`src/rtl/mips150_io_pkg.sv`:
```
// Shared definitions for the MIPS150 memory-mapped serial block: register
// offsets, STATUS bit positions and the UART FSM state type.
package mips150_io_pkg;

    localparam logic [1:0] REG_STATUS  = 2'd0;
    localparam logic [1:0] REG_RX_DATA = 2'd1;
    localparam logic [1:0] REG_TX_DATA = 2'd2;
    localparam logic [1:0] REG_CTRL    = 2'd3;

    localparam int ST_TX_READY    = 0;
    localparam int ST_RX_VALID    = 1;
    localparam int ST_RX_OVERRUN  = 2;
    localparam int ST_FRAMING_ERR = 3;
    localparam int ST_LOOPBACK    = 4;

    localparam int CTRL_LOOPBACK  = 0;
    localparam int CTRL_CLR_FLAGS = 1;

    typedef enum logic [1:0] {
        S_IDLE  = 2'd0,
        S_START = 2'd1,
        S_DATA  = 2'd2,
        S_STOP  = 2'd3
    } uart_state_e;

endpackage

```
`src/rtl/mips150_sync_fifo.sv`:
```
// First-word-fall-through synchronous FIFO; push and pop may coincide at any
// occupancy, and a pop on empty is ignored.
module mips150_sync_fifo #(
    parameter int WIDTH = 8,
    parameter int DEPTH = 8
) (
    input  logic             clk,
    input  logic             rst,
    input  logic             push_i,
    input  logic [WIDTH-1:0] wdata_i,
    input  logic             pop_i,
    output logic [WIDTH-1:0] rdata_o,
    output logic             full_o,
    output logic             empty_o
);
    localparam int PTR_W = $clog2(DEPTH);
    localparam int CNT_W = PTR_W + 1;

    logic [WIDTH-1:0] mem_q [DEPTH];
    logic [PTR_W-1:0] wr_ptr_q, rd_ptr_q;
    logic [CNT_W-1:0] count_q;
    logic             do_push, do_pop;

    assign full_o  = (count_q == CNT_W'(DEPTH));
    assign empty_o = (count_q == '0);
    assign do_pop  = pop_i && !empty_o;
    // A push into a full FIFO is still accepted when the head leaves the same cycle.
    assign do_push = push_i && (!full_o || do_pop);
    assign rdata_o = mem_q[rd_ptr_q];

    // NOTE: sequential state uses non-blocking assignments so every register samples pre-edge values.
    always_ff @(posedge clk) begin
        if (rst) begin
            wr_ptr_q <= '0;
            rd_ptr_q <= '0;
            count_q  <= '0;
        end else begin
            if (do_push) wr_ptr_q <= wr_ptr_q + PTR_W'(1);
            if (do_pop)  rd_ptr_q <= rd_ptr_q + PTR_W'(1);
            if (do_push && !do_pop)      count_q <= count_q + CNT_W'(1);
            else if (do_pop && !do_push) count_q <= count_q - CNT_W'(1);
        end
    end

    // NOTE: storage is deliberately not reset; the pointers and count define which entries are valid.
    always_ff @(posedge clk) begin
        if (do_push) mem_q[wr_ptr_q] <= wdata_i;
    end

endmodule

```
`src/rtl/mips150_uart_mmio.sv`:
```
// Memory-mapped UART for MIPS150: STATUS/RX_DATA/TX_DATA/CTRL window over TX and
// RX FIFOs. Define UART_MMIO_LOOPBACK_EN to add the CTRL-controlled internal loopback.
module mips150_uart_mmio
    import mips150_io_pkg::*;
#(
    parameter int CLOCK_FREQ = 50000000,
    parameter int BAUD_RATE  = 115200,
    parameter int DATA_BITS  = 8,
    parameter int FIFO_DEPTH = 8
) (
    input  logic        clk,
    input  logic        rst,
    input  logic [3:0]  io_addr,
    input  logic        io_we,
    input  logic        io_re,
    input  logic [31:0] io_wdata,
    output logic [31:0] io_rdata,
    input  logic        serial_in,
    output logic        serial_out
);
    localparam int CLKS_PER_BIT = CLOCK_FREQ / BAUD_RATE;
    localparam int CNT_W        = $clog2(CLKS_PER_BIT);
    localparam int BIT_W        = $clog2(DATA_BITS);
    localparam logic [CNT_W-1:0] BIT_END  = CNT_W'(CLKS_PER_BIT - 1);
    localparam logic [CNT_W-1:0] HALF_END = CNT_W'(CLKS_PER_BIT / 2 - 1);
    localparam logic [BIT_W-1:0] LAST_BIT = BIT_W'(DATA_BITS - 1);

    logic [1:0] reg_sel;
    logic       wr_tx, wr_ctrl, rd_rx;
    assign reg_sel = io_addr[3:2];
    assign wr_tx   = io_we && (reg_sel == REG_TX_DATA);
    assign wr_ctrl = io_we && (reg_sel == REG_CTRL);
    assign rd_rx   = io_re && (reg_sel == REG_RX_DATA);

    logic                 unused_bits;
    assign unused_bits = ^{io_wdata, io_addr[1:0]};

    logic [DATA_BITS-1:0] tx_head, rx_head;
    logic                 tx_full, tx_empty, tx_pop;
    logic                 rx_full, rx_empty, rx_pop, rx_push;
    logic [DATA_BITS-1:0] rx_shift_q, rx_shift_d;

    assign rx_pop = rd_rx && !rx_empty;

    mips150_sync_fifo #(.WIDTH(DATA_BITS), .DEPTH(FIFO_DEPTH)) u_tx_fifo (
        .clk     (clk),
        .rst     (rst),
        .push_i  (wr_tx),
        .wdata_i (io_wdata[DATA_BITS-1:0]),
        .pop_i   (tx_pop),
        .rdata_o (tx_head),
        .full_o  (tx_full),
        .empty_o (tx_empty)
    );

    mips150_sync_fifo #(.WIDTH(DATA_BITS), .DEPTH(FIFO_DEPTH)) u_rx_fifo (
        .clk     (clk),
        .rst     (rst),
        .push_i  (rx_push),
        .wdata_i (rx_shift_q),
        .pop_i   (rx_pop),
        .rdata_o (rx_head),
        .full_o  (rx_full),
        .empty_o (rx_empty)
    );

    uart_state_e          tx_state_q, tx_state_d;
    logic [CNT_W-1:0]     tx_cnt_q, tx_cnt_d;
    logic [BIT_W-1:0]     tx_bit_q, tx_bit_d;
    logic [DATA_BITS-1:0] tx_shift_q, tx_shift_d;
    logic                 tx_out_q, tx_out_d;

    assign serial_out = tx_out_q;

    // NOTE: every combinational output gets a default first so no path can infer a latch.
    always_comb begin
        tx_state_d = tx_state_q;
        tx_cnt_d   = tx_cnt_q;
        tx_bit_d   = tx_bit_q;
        tx_shift_d = tx_shift_q;
        tx_out_d   = tx_out_q;
        tx_pop     = 1'b0;
        unique case (tx_state_q)
            S_IDLE: begin
                tx_out_d = 1'b1;
                if (!tx_empty) begin
                    tx_pop     = 1'b1;
                    tx_shift_d = tx_head;
                    tx_cnt_d   = '0;
                    tx_out_d   = 1'b0;
                    tx_state_d = S_START;
                end
            end
            S_START: begin
                if (tx_cnt_q == BIT_END) begin
                    tx_cnt_d   = '0;
                    tx_bit_d   = '0;
                    tx_out_d   = tx_shift_q[0];
                    tx_state_d = S_DATA;
                end else begin
                    tx_cnt_d = tx_cnt_q + CNT_W'(1);
                end
            end
            S_DATA: begin
                if (tx_cnt_q == BIT_END) begin
                    tx_cnt_d = '0;
                    if (tx_bit_q == LAST_BIT) begin
                        tx_out_d   = 1'b1;
                        tx_state_d = S_STOP;
                    end else begin
                        tx_bit_d   = tx_bit_q + BIT_W'(1);
                        tx_shift_d = tx_shift_q >> 1;
                        tx_out_d   = tx_shift_q[1];
                    end
                end else begin
                    tx_cnt_d = tx_cnt_q + CNT_W'(1);
                end
            end
            S_STOP: begin
                if (tx_cnt_q == BIT_END) begin
                    tx_cnt_d = '0;
                    // Chain straight into the next start bit so queued frames leave no idle gap.
                    if (!tx_empty) begin
                        tx_pop     = 1'b1;
                        tx_shift_d = tx_head;
                        tx_out_d   = 1'b0;
                        tx_state_d = S_START;
                    end else begin
                        tx_state_d = S_IDLE;
                    end
                end else begin
                    tx_cnt_d = tx_cnt_q + CNT_W'(1);
                end
            end
        endcase
    end

    logic [1:0] sync_q;
    logic       rx_in, rx_prev_q;

`ifdef UART_MMIO_LOOPBACK_EN
    logic loopback_q, loopback_d;
    assign loopback_d = wr_ctrl ? io_wdata[CTRL_LOOPBACK] : loopback_q;
    assign rx_in      = loopback_q ? tx_out_q : sync_q[1];
`else
    assign rx_in = sync_q[1];
`endif

    uart_state_e      rx_state_q, rx_state_d;
    logic [CNT_W-1:0] rx_cnt_q, rx_cnt_d;
    logic [BIT_W-1:0] rx_bit_q, rx_bit_d;
    logic             frame_err_set;

    always_comb begin
        rx_state_d    = rx_state_q;
        rx_cnt_d      = rx_cnt_q;
        rx_bit_d      = rx_bit_q;
        rx_shift_d    = rx_shift_q;
        rx_push       = 1'b0;
        frame_err_set = 1'b0;
        unique case (rx_state_q)
            S_IDLE: begin
                if (rx_prev_q && !rx_in) begin
                    rx_cnt_d   = '0;
                    rx_state_d = S_START;
                end
            end
            S_START: begin
                if (rx_cnt_q == HALF_END) begin
                    rx_cnt_d   = '0;
                    rx_bit_d   = '0;
                    rx_state_d = rx_in ? S_IDLE : S_DATA;
                end else begin
                    rx_cnt_d = rx_cnt_q + CNT_W'(1);
                end
            end
            S_DATA: begin
                if (rx_cnt_q == BIT_END) begin
                    rx_cnt_d   = '0;
                    rx_shift_d = {rx_in, rx_shift_q[DATA_BITS-1:1]};
                    if (rx_bit_q == LAST_BIT) rx_state_d = S_STOP;
                    else                      rx_bit_d   = rx_bit_q + BIT_W'(1);
                end else begin
                    rx_cnt_d = rx_cnt_q + CNT_W'(1);
                end
            end
            S_STOP: begin
                if (rx_cnt_q == BIT_END) begin
                    rx_cnt_d      = '0;
                    rx_state_d    = S_IDLE;
                    rx_push       = rx_in;
                    frame_err_set = !rx_in;
                end else begin
                    rx_cnt_d = rx_cnt_q + CNT_W'(1);
                end
            end
        endcase
    end

    logic overrun_q, overrun_d, frame_err_q, frame_err_d, clr_flags;
    logic [31:0] status, rdata_q, rdata_d;

    assign clr_flags = wr_ctrl && io_wdata[CTRL_CLR_FLAGS];

    // Set is applied after clear so a coincident event is never lost.
    always_comb begin
        overrun_d   = overrun_q;
        frame_err_d = frame_err_q;
        if (clr_flags) begin
            overrun_d   = 1'b0;
            frame_err_d = 1'b0;
        end
        if (rx_push && rx_full && !rx_pop) overrun_d   = 1'b1;
        if (frame_err_set)                 frame_err_d = 1'b1;
    end

    always_comb begin
        status                 = '0;
        status[ST_TX_READY]    = !tx_full;
        status[ST_RX_VALID]    = !rx_empty;
        status[ST_RX_OVERRUN]  = overrun_q;
        status[ST_FRAMING_ERR] = frame_err_q;
`ifdef UART_MMIO_LOOPBACK_EN
        status[ST_LOOPBACK]    = loopback_q;
`endif
    end

    always_comb begin
        rdata_d = rdata_q;
        if (io_re) begin
            rdata_d = '0;
            if (reg_sel == REG_STATUS)              rdata_d = status;
            else if (reg_sel == REG_RX_DATA && !rx_empty) rdata_d = 32'(rx_head);
        end
    end

    assign io_rdata = rdata_q;

    always_ff @(posedge clk) begin
        if (rst) begin
            tx_state_q  <= S_IDLE;
            tx_cnt_q    <= '0;
            tx_bit_q    <= '0;
            tx_shift_q  <= '0;
            tx_out_q    <= 1'b1;
            sync_q      <= 2'b11;
            rx_prev_q   <= 1'b1;
            rx_state_q  <= S_IDLE;
            rx_cnt_q    <= '0;
            rx_bit_q    <= '0;
            rx_shift_q  <= '0;
            overrun_q   <= 1'b0;
            frame_err_q <= 1'b0;
            rdata_q     <= '0;
`ifdef UART_MMIO_LOOPBACK_EN
            loopback_q  <= 1'b0;
`endif
        end else begin
            tx_state_q  <= tx_state_d;
            tx_cnt_q    <= tx_cnt_d;
            tx_bit_q    <= tx_bit_d;
            tx_shift_q  <= tx_shift_d;
            tx_out_q    <= tx_out_d;
            sync_q      <= {sync_q[0], serial_in};
            rx_prev_q   <= rx_in;
            rx_state_q  <= rx_state_d;
            rx_cnt_q    <= rx_cnt_d;
            rx_bit_q    <= rx_bit_d;
            rx_shift_q  <= rx_shift_d;
            overrun_q   <= overrun_d;
            frame_err_q <= frame_err_d;
            rdata_q     <= rdata_d;
`ifdef UART_MMIO_LOOPBACK_EN
            loopback_q  <= loopback_d;
`endif
        end
    end

endmodule

```
`config.mk`:
```
export PLATFORM = sky130hd
export DESIGN_NAME = mips150_uart_mmio
export DESIGN_NICKNAME = d
export VERILOG_FILES = /design/src/rtl/mips150_io_pkg.sv /design/src/rtl/mips150_sync_fifo.sv /design/src/rtl/mips150_uart_mmio.sv
export SDC_FILE = /design/constraint.sdc
export NUM_CORES = 1
export LEC_CHECK = 0
export CAP_MARGIN = 10
export CORE_MARGIN = 2
export CORE_UTILIZATION = 55
export DETAILED_ROUTE_END_ITERATION = 10
export HOLD_SLACK_MARGIN = 0.08
export PLACE_DENSITY = 0.76
export SLEW_MARGIN = 20
export SYNTH_ARGS = -nofsm -noshare
export SYNTH_HDL_FRONTEND = slang
export SYNTH_SLANG_ARGS = --single-unit
export TNS_END_PERCENT = 10
```
`constraint.sdc`:
```
create_clock -name clk -period 4.7 [get_ports clk]
set_clock_uncertainty 0.05 [all_clocks]
set_input_delay 1.41 -clock clk [delete_from_list [all_inputs] [get_ports clk]]
set_output_delay 1.41 -clock clk [all_outputs]
set_load 0.05 [all_outputs]
```
==> flow_summary.yaml <==
run_status:
  status: "completed"
clock_network:
  clock_latency_ns: 0.51
  path_clk_slew_ns: 0.06
  hold_buffers: 0
  cts_made_buffers: 23
  cts_setup_buffers: 0
  clk_path_buf_depth: 3
  cts_root_buf: "clkbuf_16"
  tritoncts: "built"
  cts.repair.resized: 0
  htreeDepth: 1
  cts.sinks: 212
grt:
  grt_pass1_vias: 5950
  grt_pass1_wl_um: 30600
  grt_overflow: 0
  grt_start_max_net_pins: 35
  antenna_found_initial: 0
  grt_util_all_layers: 0.211
timing:
  timing.final.crit_share: 0.815
  final_max_slew_viol_count: 0
  holdWs_ns: 0.360
  worst_slack_ns: 0.869
  max-slew-margin-rel: 0.313
  max_freq_ghz: 0.261
  setup_violations: 0
  fin_crit_ns: 3.83
  rsz0062_at_grt: "false"
  tns_ns: 0
  tightestPinTransition_ns: 1.03
  final_hold_viol_count: 0
worst_setup_path:
  worstPathMaxFanout: 8
  timing.rr.start: "u_tx_fifo.count_q[0]"
  cp_slowest_cell: "clkdlybuf4s50_1"
  r2r_setup_slack_ns: 1.24
  reg2regPathDepth: 11
  path_buf_inv: 3
  critical-path-top-delay-family: "buffers and inverters"
  arrival_ns: 4.17
  worstPathRequired_ns: 5.04
  start_kind: "input pin"
  crit_type: "input pin to register"
  crit_path_end_kind: "register"
  cp_slowest_stage_delay_ns: 0.64
  rr_endpoint: "u_tx_fifo.count_q[3]"
  path_cells: "clkdlybuf4s50_1 -> nand3b_1 -> nand3_1 -> nand2_1 -> inv_1 -> ha_1 -> inv_1 -> ha_1 -> a21o_1 -> a21oi_1 -> mux2i_1 -> mux2_2"
pwr:
  p_leak_nw: 3.56
  p_sw_w: 0.00129
  cellPowerDensity_nw_per_um2: 457
  pwr-share-comb: 0.173
  pwr-share-clk: 0.388
  p_int_w: 0.00355
  ir_drop_mv: 0.420
  power.total_w: 0.00484
  swShare: 0.267
  pwr-share-seq: 0.440
route:
  dr.pass1.iters: 5
  via_per_inst: 6.00
  vias: 5917
  drt-total-wl_um: 18600
  drtAntennaViolNets: 0
  drc_errors: 0
  wl_per_cell_um: 18.8
  drt_iter0_drc: 436
floorplanning:
  row_count: 47
  die_area_um2: 18100
  core_um2: 16600
  initial_core_util: 0.565
  die_h_um: 135
  die_w_um: 135
  pin_count: 74
synth:
  synth_area_um2: 9400
  yosys_register_bits: 212
  synth_fa_ha_area_frac: 0.0362
  synth-warning-count: 0
  yosys.area.top_type: "edfxtp_1"
  synthXorXnorAreaFrac: 0.00652
  synth-compound-area-share: 0.0931
  muxShareOfSynthArea: 0.107
  avgSynthCellArea_um2: 13.1
  synthCells: 718
  synth_top_area_frac: 0.409
  synth.yosys.seq_area_share: 0.588
  yosysMostFrequentCell: "edfxtp_1"
  synthSimpleGateAreaFrac: 0.124
  synth_top_family_by_area: "simple AND/OR/NAND/NOR gates"
  ys_types: 72
  synthArstFlopShare: 0
  synthTopCellsByCount: "128 x edfxtp_1, 84 x dfxtp_1, 45 x nor2_1, 40 x a21oi_1, 32 x mux4_2"
  synth_edf_count: 128
  synthTopCellsByArea: "edfxtp_1 41%, dfxtp_1 18%, mux4_2 7.7%, ha_1 3.2%, mux2i_1 2.5%"
  synth_top_flop_cell: "edfxtp_1"
hold_path:
  hold_class: "register to register"
  holdPathStages: 1
  min-delay-start: "sync_q[0]"
  hold_end: "sync_q[1]"
layout:
  diodes: 0
  syn_to_final_growth_pct: 12.8
  multi_input_area_um2: 3540
  drive_gt1_frac: 0.144
  fill_cells: 1191
  final_util: 0.637
  seqCellArea_um2: 5530
  final_nets: 817
placement:
  place.gp.congestion: 0.791
  pre_cts_ws_ns: 0.430
  portBuffers: 23
  hpwl_um: 12100
run:
  drv_cap: 0
worst max path at each step:
| stage | start | to | slack [ns] | cells after the start |
|---|---|---|---|---|
| floorplan | io_addr[2] | u_rx_fifo.count_q[3] | 1.18 | 10 |
| global placement | io_addr[3] | u_rx_fifo.count_q[3] | 0.50 | 12 |
| detailed placement | io_addr[3] | u_rx_fifo.count_q[3] | 0.43 | 12 |
| CTS | io_addr[3] | u_rx_fifo.count_q[3] | 0.92 | 12 |
| global route | io_addr[3] | u_rx_fifo.count_q[3] | 0.69 | 12 |
| finish | io_addr[3] | u_rx_fifo.count_q[3] | 0.87 | 12 |
metal layers:
metal  track usage  wire (um)
met3        0.0349       1010
met5             0          0
met4        0.0538        351
met2         0.370       9470
met1         0.275       7750
flip-flops by register name, indices dropped and copies added, names as in the netlist, 2 cells and up, named ones only:
name	count
u_rx_fifo.mem_q	64
u_tx_fifo.mem_q	64
rx_cnt_q	9
tx_cnt_q	9
io_rdata	8
rx_shift_q	8
tx_shift_q	8
u_rx_fifo.count_q	4
u_tx_fifo.count_q	4
rx_bit_q	3
tx_bit_q	3
u_rx_fifo.rd_ptr_q	3
u_rx_fifo.wr_ptr_q	3
u_tx_fifo.rd_ptr_q	3
u_tx_fifo.wr_ptr_q	3
sync_q	2
tx_state_q	2
power groups by stage:
stage,clock network (W),logic [W],registers (W)
floorplan,0,0.000711,0.00212
global placement,0,0.000786,0.00216
detailed placement,0,0.000826,0.00217
CTS,0.00190,0.000831,0.00213
global route,0.00197,0.000924,0.00214
finish,0.00188,0.000835,0.00213
cell type report:
cell class              count  share of cell area
flip-flops and latches    212               0.522
multi-input cells         446               0.334
clock buffers              29              0.0593
repair buffers             41              0.0340
well taps                 220              0.0260
clock inverters            12              0.0157
inverters                  26             0.00921
cells by family (layout without fill, tap and decap cells):
group | after synthesis | in the layout
adder cells (fa/ha/maj) | 26 | 26
buffers and inverters | 83 | 108
multiplexers | 60 | 60
other | 1 | 24
AO/OA/AOI/OAI | 127 | 127
flip-flops | 212 | 212
AND/OR/NAND/NOR | 202 | 202
XOR/XNOR | 7 | 7
through the flow:
stage                     instance area, um^2  cells
final                                   10600    986
after global routing                    10600    986
after CTS                               10600    986
after detailed placement                 9800    945
after global placement                   9800    945
after floorplan                          9480    741
layout by cell type (no fill, tap or decap), types with 4 or more instances in the layout:
| cell | netlist | layout |
|---|---|---|
| nand2_1 | 27 | 27 |
| and4_1 | 4 | 4 |
| nor2_1 | 45 | 45 |
| nand3_1 | 24 | 24 |
| a211oi_1 | 5 | 5 |
| nor4_1 | 6 | 6 |
| clkbuf_16 | 0 | 23 |
| a311oi_1 | 7 | 7 |
| conb_1 | 1 | 24 |
| or2_2 | 5 | 5 |
| mux4_2 | 32 | 32 |
| bufinv_16 | 0 | 4 |
| nor3_1 | 15 | 15 |
| dfxtp_1 | 84 | 82 |
| mux2i_1 | 23 | 23 |
| mux2_2 | 5 | 5 |
| inv_1 | 26 | 26 |
| a22o_1 | 8 | 8 |
| xnor2_1 | 5 | 5 |
| ha_1 | 24 | 24 |
| a21oi_1 | 40 | 40 |
| edfxtp_1 | 128 | 128 |
| nor4b_1 | 5 | 5 |
| and3_1 | 6 | 6 |
| nand4_1 | 7 | 7 |
| buf_4 | 24 | 18 |
| nor2b_1 | 9 | 9 |
| o22ai_1 | 14 | 14 |
| o21ai_0 | 15 | 15 |
| nand2b_1 | 20 | 20 |
| clkdlybuf4s50_1 | 0 | 22 |
| a31oi_1 | 5 | 5 |
No activity file was read; power rests on OpenSTA's default activity.
==> patch 1: new RTL, same flow settings <==
Change the parameter `CLOCK_FREQ` from 50000000 to 100000000.
--- a/src/rtl/mips150_uart_mmio.sv
+++ b/src/rtl/mips150_uart_mmio.sv
@@ -3,7 +3,7 @@
 module mips150_uart_mmio
     import mips150_io_pkg::*;
 #(
-    parameter int CLOCK_FREQ = 50000000,
+    parameter int CLOCK_FREQ = 100000000,
     parameter int BAUD_RATE  = 115200,
     parameter int DATA_BITS  = 8,
     parameter int FIFO_DEPTH = 8
Formal check against the unedited RTL: same outputs for any inputs over 10 cycles, from zero or initial values and one cycle with rst high; that may be too few to reach the edited logic, so the function may still have changed.
==> patch 1 against the original RTL <==
Power decreased by 2.3%. Combinational power fell by 5.6%. Routed wire length down 5.9%. First-iteration DRC count fell by 0.92%. Synthesized cell count decreased by 1.4%. Worst setup slack better by 140 ps. Synthesized area decreased by 0.68%. Final area shrank 1.2%. Sequential cell count rose by 2.
==> patch 1: results (changes against the original RTL) <==
| Metric | Value |
|---|---|
| # nets final | 803 (-1.7%) |
| R2R setup slack | 1370 ps (+130 ps) |
| Leakage | 3.58 nW (+0.44%) |
| Largest net degree at the start of global routing | 72 (+110%) |
| Distinct cell type count after synthesis | 68 (-5.6%) |
| Global-route wire length before repair | 28.2 mm (-7.9%) |
| DR iter-0 viols | 432 (-0.92%) |
| Met3 global-route usage | 0.0348 (-0.000140) |
| Met1 Use GR | 0.253 (-0.0214) |
| Max stage delay on crit path | 490 ps (-150 ps) |
| Crit. Startpoint | io_addr[2] |
| Drt wl/cell | 17.9 um (-4.8%) |
| Placed cells | 933 (-1.3%) |
| Crit path arrival time | 4090 ps (-80 ps) |
| Placed inst area | 9690 sq um (-1.1%) |
| R2r startpoint | tx_cnt_q[0] |
| Most frequent cells after synthesis | edfxtp_1 (128), dfxtp_1 (86), nor2_1 (57), a21oi_1 (38), nand2_1 (37) |
| FILL cells | 1220 (+2.4%) |
| Maximum VDD drop | 0.330 mV (-21%) |
| Share of layout cells above drive strength 1 | 0.151 (+0.00739) |
| Via count | 5724 (-3.3%) |
| Crit path max fanout | 7 (-1) |
| Top delay family on crit path | simple AND/OR/NAND/NOR gates |
| Synth area leaders | edfxtp_1 (41%), dfxtp_1 (18%), mux4_2 (7.7%) |
| GRT Overall Usage | 0.197 (-0.0142) |
| Register area share after synthesis | 0.596 (+0.00831) |
| Status | finished, final reports clean |
| Syn Area/Cell | 13.2 sq um (+0.72%) |
| Worst-margin pin slew | 951 ps (-77.3 ps) |
| Vias in the first global route | 5637 (-5.3%) |
| HPWL after DPL | 11.2 mm (-7.6%) |
| R2R cell count | 14 (+3) |
-- patch 1: changes by cell type in the layout (fill, tap and decap cells not counted), sizes merged, moves of 6 or more --
cell    change
a31oi       +7
inv         -9
mux2i       +6
nand2      +10
nand2b     -16
nor2       +12
o21ai       +6
o22ai      -13
or3        +11
-- patch 1: kinds of logic after synthesis --
| group | share of synthesized area |
|---|---|
| xor+xnor | 0.0113 |
| compound gates | 0.0760 |
| fa+ha+maj | 0.0338 |
| mux | 0.113 |
| buf+inv | 0.0477 |
| other cells | 0.000402 |
| simple gates | 0.121 |
| flops | 0.596 |
-- patch 1: cell type report --
cell class | instances | area, sq um | share of cell area
inverters | 17 | 63.8 | 0.00610
flip-flops and latches | 214 | 5570 | 0.532
clock buffers | 33 | 684 | 0.0654
clock inverters | 9 | 88.8 | 0.00849
repair buffers | 43 | 375 | 0.0359
multi-input cells | 439 | 3410 | 0.326
well taps | 220 | 275 | 0.0263
-- patch 1: how the worst max path moves through the flow --
stage                            to  slack, ps  depth (start not counted)
4_1_cts        u_tx_fifo.count_q[3]       1030                         12
5_1_grt        u_tx_fifo.count_q[3]        860                         12
2_1_floorplan  u_rx_fifo.count_q[3]       1100                         13
6_report       u_tx_fifo.count_q[3]       1010                         12
3_3_place_gp   u_tx_fifo.count_q[3]        600                         12
3_5_place_dp   u_tx_fifo.count_q[3]        480                         12
-- patch 1: report_power, final --
part           internal [mW]  switching [mW]  total, mW
clock                   1.07           0.716       1.79
combinational          0.320           0.468      0.788
sequential              2.05          0.0965       2.15
-- patch 1: routing by layer --
layer | wire [um] | vias up
li1 | - | 2691
met1 | 7390 | 2818
met5 | 0 | -
met3 | 927 | 34
met4 | 385 | 0
met2 | 8780 | 181
-- patch 1: through the flow --
stage / setup slack (ps) / hold WS [ps]
after floorplan: 1100 / 339
after global placement: 602 / 349
after detailed placement: 476 / 349
after CTS: 1030 / 377
after global routing: 858 / 395
final: 1010 / 376
==> patch 2: new RTL, same settings <==
Without the edit above. Take the reset off `tx_shift_q` and load it in a clocked block of its own.
--- a/src/rtl/mips150_uart_mmio.sv
+++ b/src/rtl/mips150_uart_mmio.sv
@@ -241,7 +241,6 @@
             tx_state_q  <= S_IDLE;
             tx_cnt_q    <= '0;
             tx_bit_q    <= '0;
-            tx_shift_q  <= '0;
             tx_out_q    <= 1'b1;
             sync_q      <= 2'b11;
             rx_prev_q   <= 1'b1;
@@ -259,7 +258,6 @@
             tx_state_q  <= tx_state_d;
             tx_cnt_q    <= tx_cnt_d;
             tx_bit_q    <= tx_bit_d;
-            tx_shift_q  <= tx_shift_d;
             tx_out_q    <= tx_out_d;
             sync_q      <= {sync_q[0], serial_in};
             rx_prev_q   <= rx_in;
@@ -276,5 +274,9 @@
         end
     end
 
+    always_ff @(posedge clk) begin
+        tx_shift_q <= tx_shift_d;
+    end
+
 endmodule
 
Function: no difference found for any inputs over 10 cycles, from zero or initial values and one cycle with rst high; that may be too few to reach the edited logic, so the function may still have changed.
==> patch 2 against the original RTL <==
Global-route usage shrank 1.3 points. Worst setup slack lost 96 ps. First-iteration DRC count shrank 17%. Power shrank 3.1%. Final area shrank 3.2%. Sequential cell count is the same. Count of clock-buffer cells in the layout is the same. Routed wire length shrank 6.5%. Synthesized area shrank 2.8%. Critical path depth shrank 1. Sequential share of layout area grew 2.5 points. Largest power group unchanged.
==> patch 2: results (changes against the original RTL) <==
| Metric | Value |
|---|---|
| Status | finished, final reports clean |
| Drt via density | 5.83 (-2.9%) |
| Drt wl/cell | 18.2 um (-3.5%) |
| Distinct cell type count after synthesis | 69 (-4.2%) |
| FF-to-FF End | u_tx_fifo.count_q[3] |
| Multiplexer share of the synthesized area | 0.112 (+0.00499) |
| Worst-skew pair later-pin latency | 490 ps (-20 ps) |
| Post-synth EDFFs | 136 (+6.3%) |
| Crit-path slowest cell | clkdlybuf4s50_1 |
| Setup Fix Bufs, Post-CTS | 0 (unchanged) |
| Resized Gates After CTS | 0 (unchanged) |
| GP Congestion | 0.862 (+9.0%) |
| Synth area leaders | edfxtp_1 (45%), dfxtp_1 (17%), mux4_2 (7.9%) |
| Regs by FF count | u_rx_fifo.mem_q (64), u_tx_fifo.mem_q (64) |
| Worst-path clk slew | 60 ps (about the same) |
| Inserted Clock Buffers | 22 (-4.3%) |
| Placed cells | 915 (-3.2%) |
| Vias in the first global route | 5462 (-8.2%) |
| Comb power | 799 uW (-4.3%) |
| Crit path max fanout | 7 (-1) |
| Compound-Gate Fraction of Synth Area | 0.0708 (-0.0223) |
| Grt met2 use | 0.344 (-0.0254) |
| R2R cell count | 12 (+1) |
| Hold crit path type | flop to flop |
| R2R setup slack | 1240 ps (about the same) |
| H-tree levels | 1 (unchanged) |
| Most frequent cells after synthesis | edfxtp_1 (136), dfxtp_1 (76), nor2_1 (66), nand2_1 (45), mux4_2 (32) |
| Total Wirelength | 17.4 mm (-6.5%) |
| Max stage delay on crit path | 600 ps (-40 ps) |
| Leakage | 3.58 nW (+0.57%) |
| Met3 global-route usage | 0.0349 (-0.0000440) |
| Slew HR | 0.440 (+0.127) |
| Top delay family on crit path | simple AND/OR/NAND/NOR gates |
| Drt pass-1 iters | 5 (unchanged) |
| Synth Area in Adders | 0.0386 (+0.00241) |
| Sequential power | 2.19 mW (+3%) |
| # nets final | 787 (-3.7%) |
| Largest net degree at the start of global routing | 56 (+60%) |
| GRT Overall Usage | 0.198 (-0.0130) |
| HPWL after DPL | 11.2 mm (-7.5%) |
| DR iter-0 viols | 363 (-17%) |
| Post-Synth XOR/XNOR Area | 0.0105 (+0.00402) |
| Global-route wire length before repair | 27.6 mm (-9.7%) |
| Crit path arrival time | 4290 ps (+120 ps) |
| Sw Share | 0.268 (+0.00113) |
| Syn Area/Cell | 13.4 sq um (+2.5%) |
| FILL cells | 1189 (-0.17%) |
| Worst slack, placed | 322 ps (-109 ps) |
| Met1 Use GR | 0.257 (-0.0180) |
| Share of layout cells above drive strength 1 | 0.135 (-0.00891) |
| Register area share after synthesis | 0.614 (+0.0256) |
| Async SR Flop Fraction | 0 (unchanged) |
| Maximum VDD drop | 0.385 mV (-8.2%) |
patch 2: cell count changes after synthesis, sizes merged, moves of 7 or more:
cell | unedited run | this run
o21ai | 16 | 23
edfxtp | 128 | 136
dfxtp | 84 | 76
a21oi | 40 | 31
nor2 | 45 | 67
a22o | 8 | 1
inv | 26 | 17
o22ai | 14 | 1
nand2b | 20 | 5
buf | 39 | 28
nand2 | 27 | 45
nand3 | 24 | 16
patch 2: metal layers:
| layer | share of wire | vias to the layer above |
|---|---|---|
| met5 | 0 | - |
| met4 | 0.022 | 0 |
| li1 | - | 2604 |
| met3 | 0.056 | 28 |
| met2 | 0.50 | 169 |
| met1 | 0.42 | 2762 |
patch 2: worst max-delay path by stage:
stage,slack (ps),cells past startpoint,end
floorplan,1100,12,u_rx_fifo.count_q[3]
detailed placement,320,13,u_rx_fifo.count_q[3]
global placement,360,13,u_rx_fifo.count_q[3]
finish,770,11,u_tx_fifo.count_q[3]
CTS,810,13,u_rx_fifo.count_q[3]
global route,660,11,u_tx_fifo.count_q[3]
patch 2: through the flow:
| stage | instance area, sq um | util | power [mW] | hold WS [ps] |
|---|---|---|---|---|
| 2_1_floorplan | 9220 | - | 2.84 | 339 |
| 6_report | 10300 | 0.625 | 4.69 | 359 |
| 3_3_place_gp | 9540 | 0.582 | 2.97 | 343 |
| 5_1_grt | 10300 | 0.625 | 4.89 | 386 |
| 4_1_cts | 10300 | 0.625 | 4.72 | 363 |
| 3_5_place_dp | 9540 | 0.582 | 3.01 | 350 |
patch 2: final cells by class:
cell class                 count  area [sq um]  share of cell area
timing repair buffer          39           345              0.0337
multi-input combinational    427          3250               0.317
sequential                   212          5610               0.547
clock buffer                  29           608              0.0593
clock inverter                11           108              0.0105
inverter                      17          63.8             0.00622
tap                          220           275              0.0268
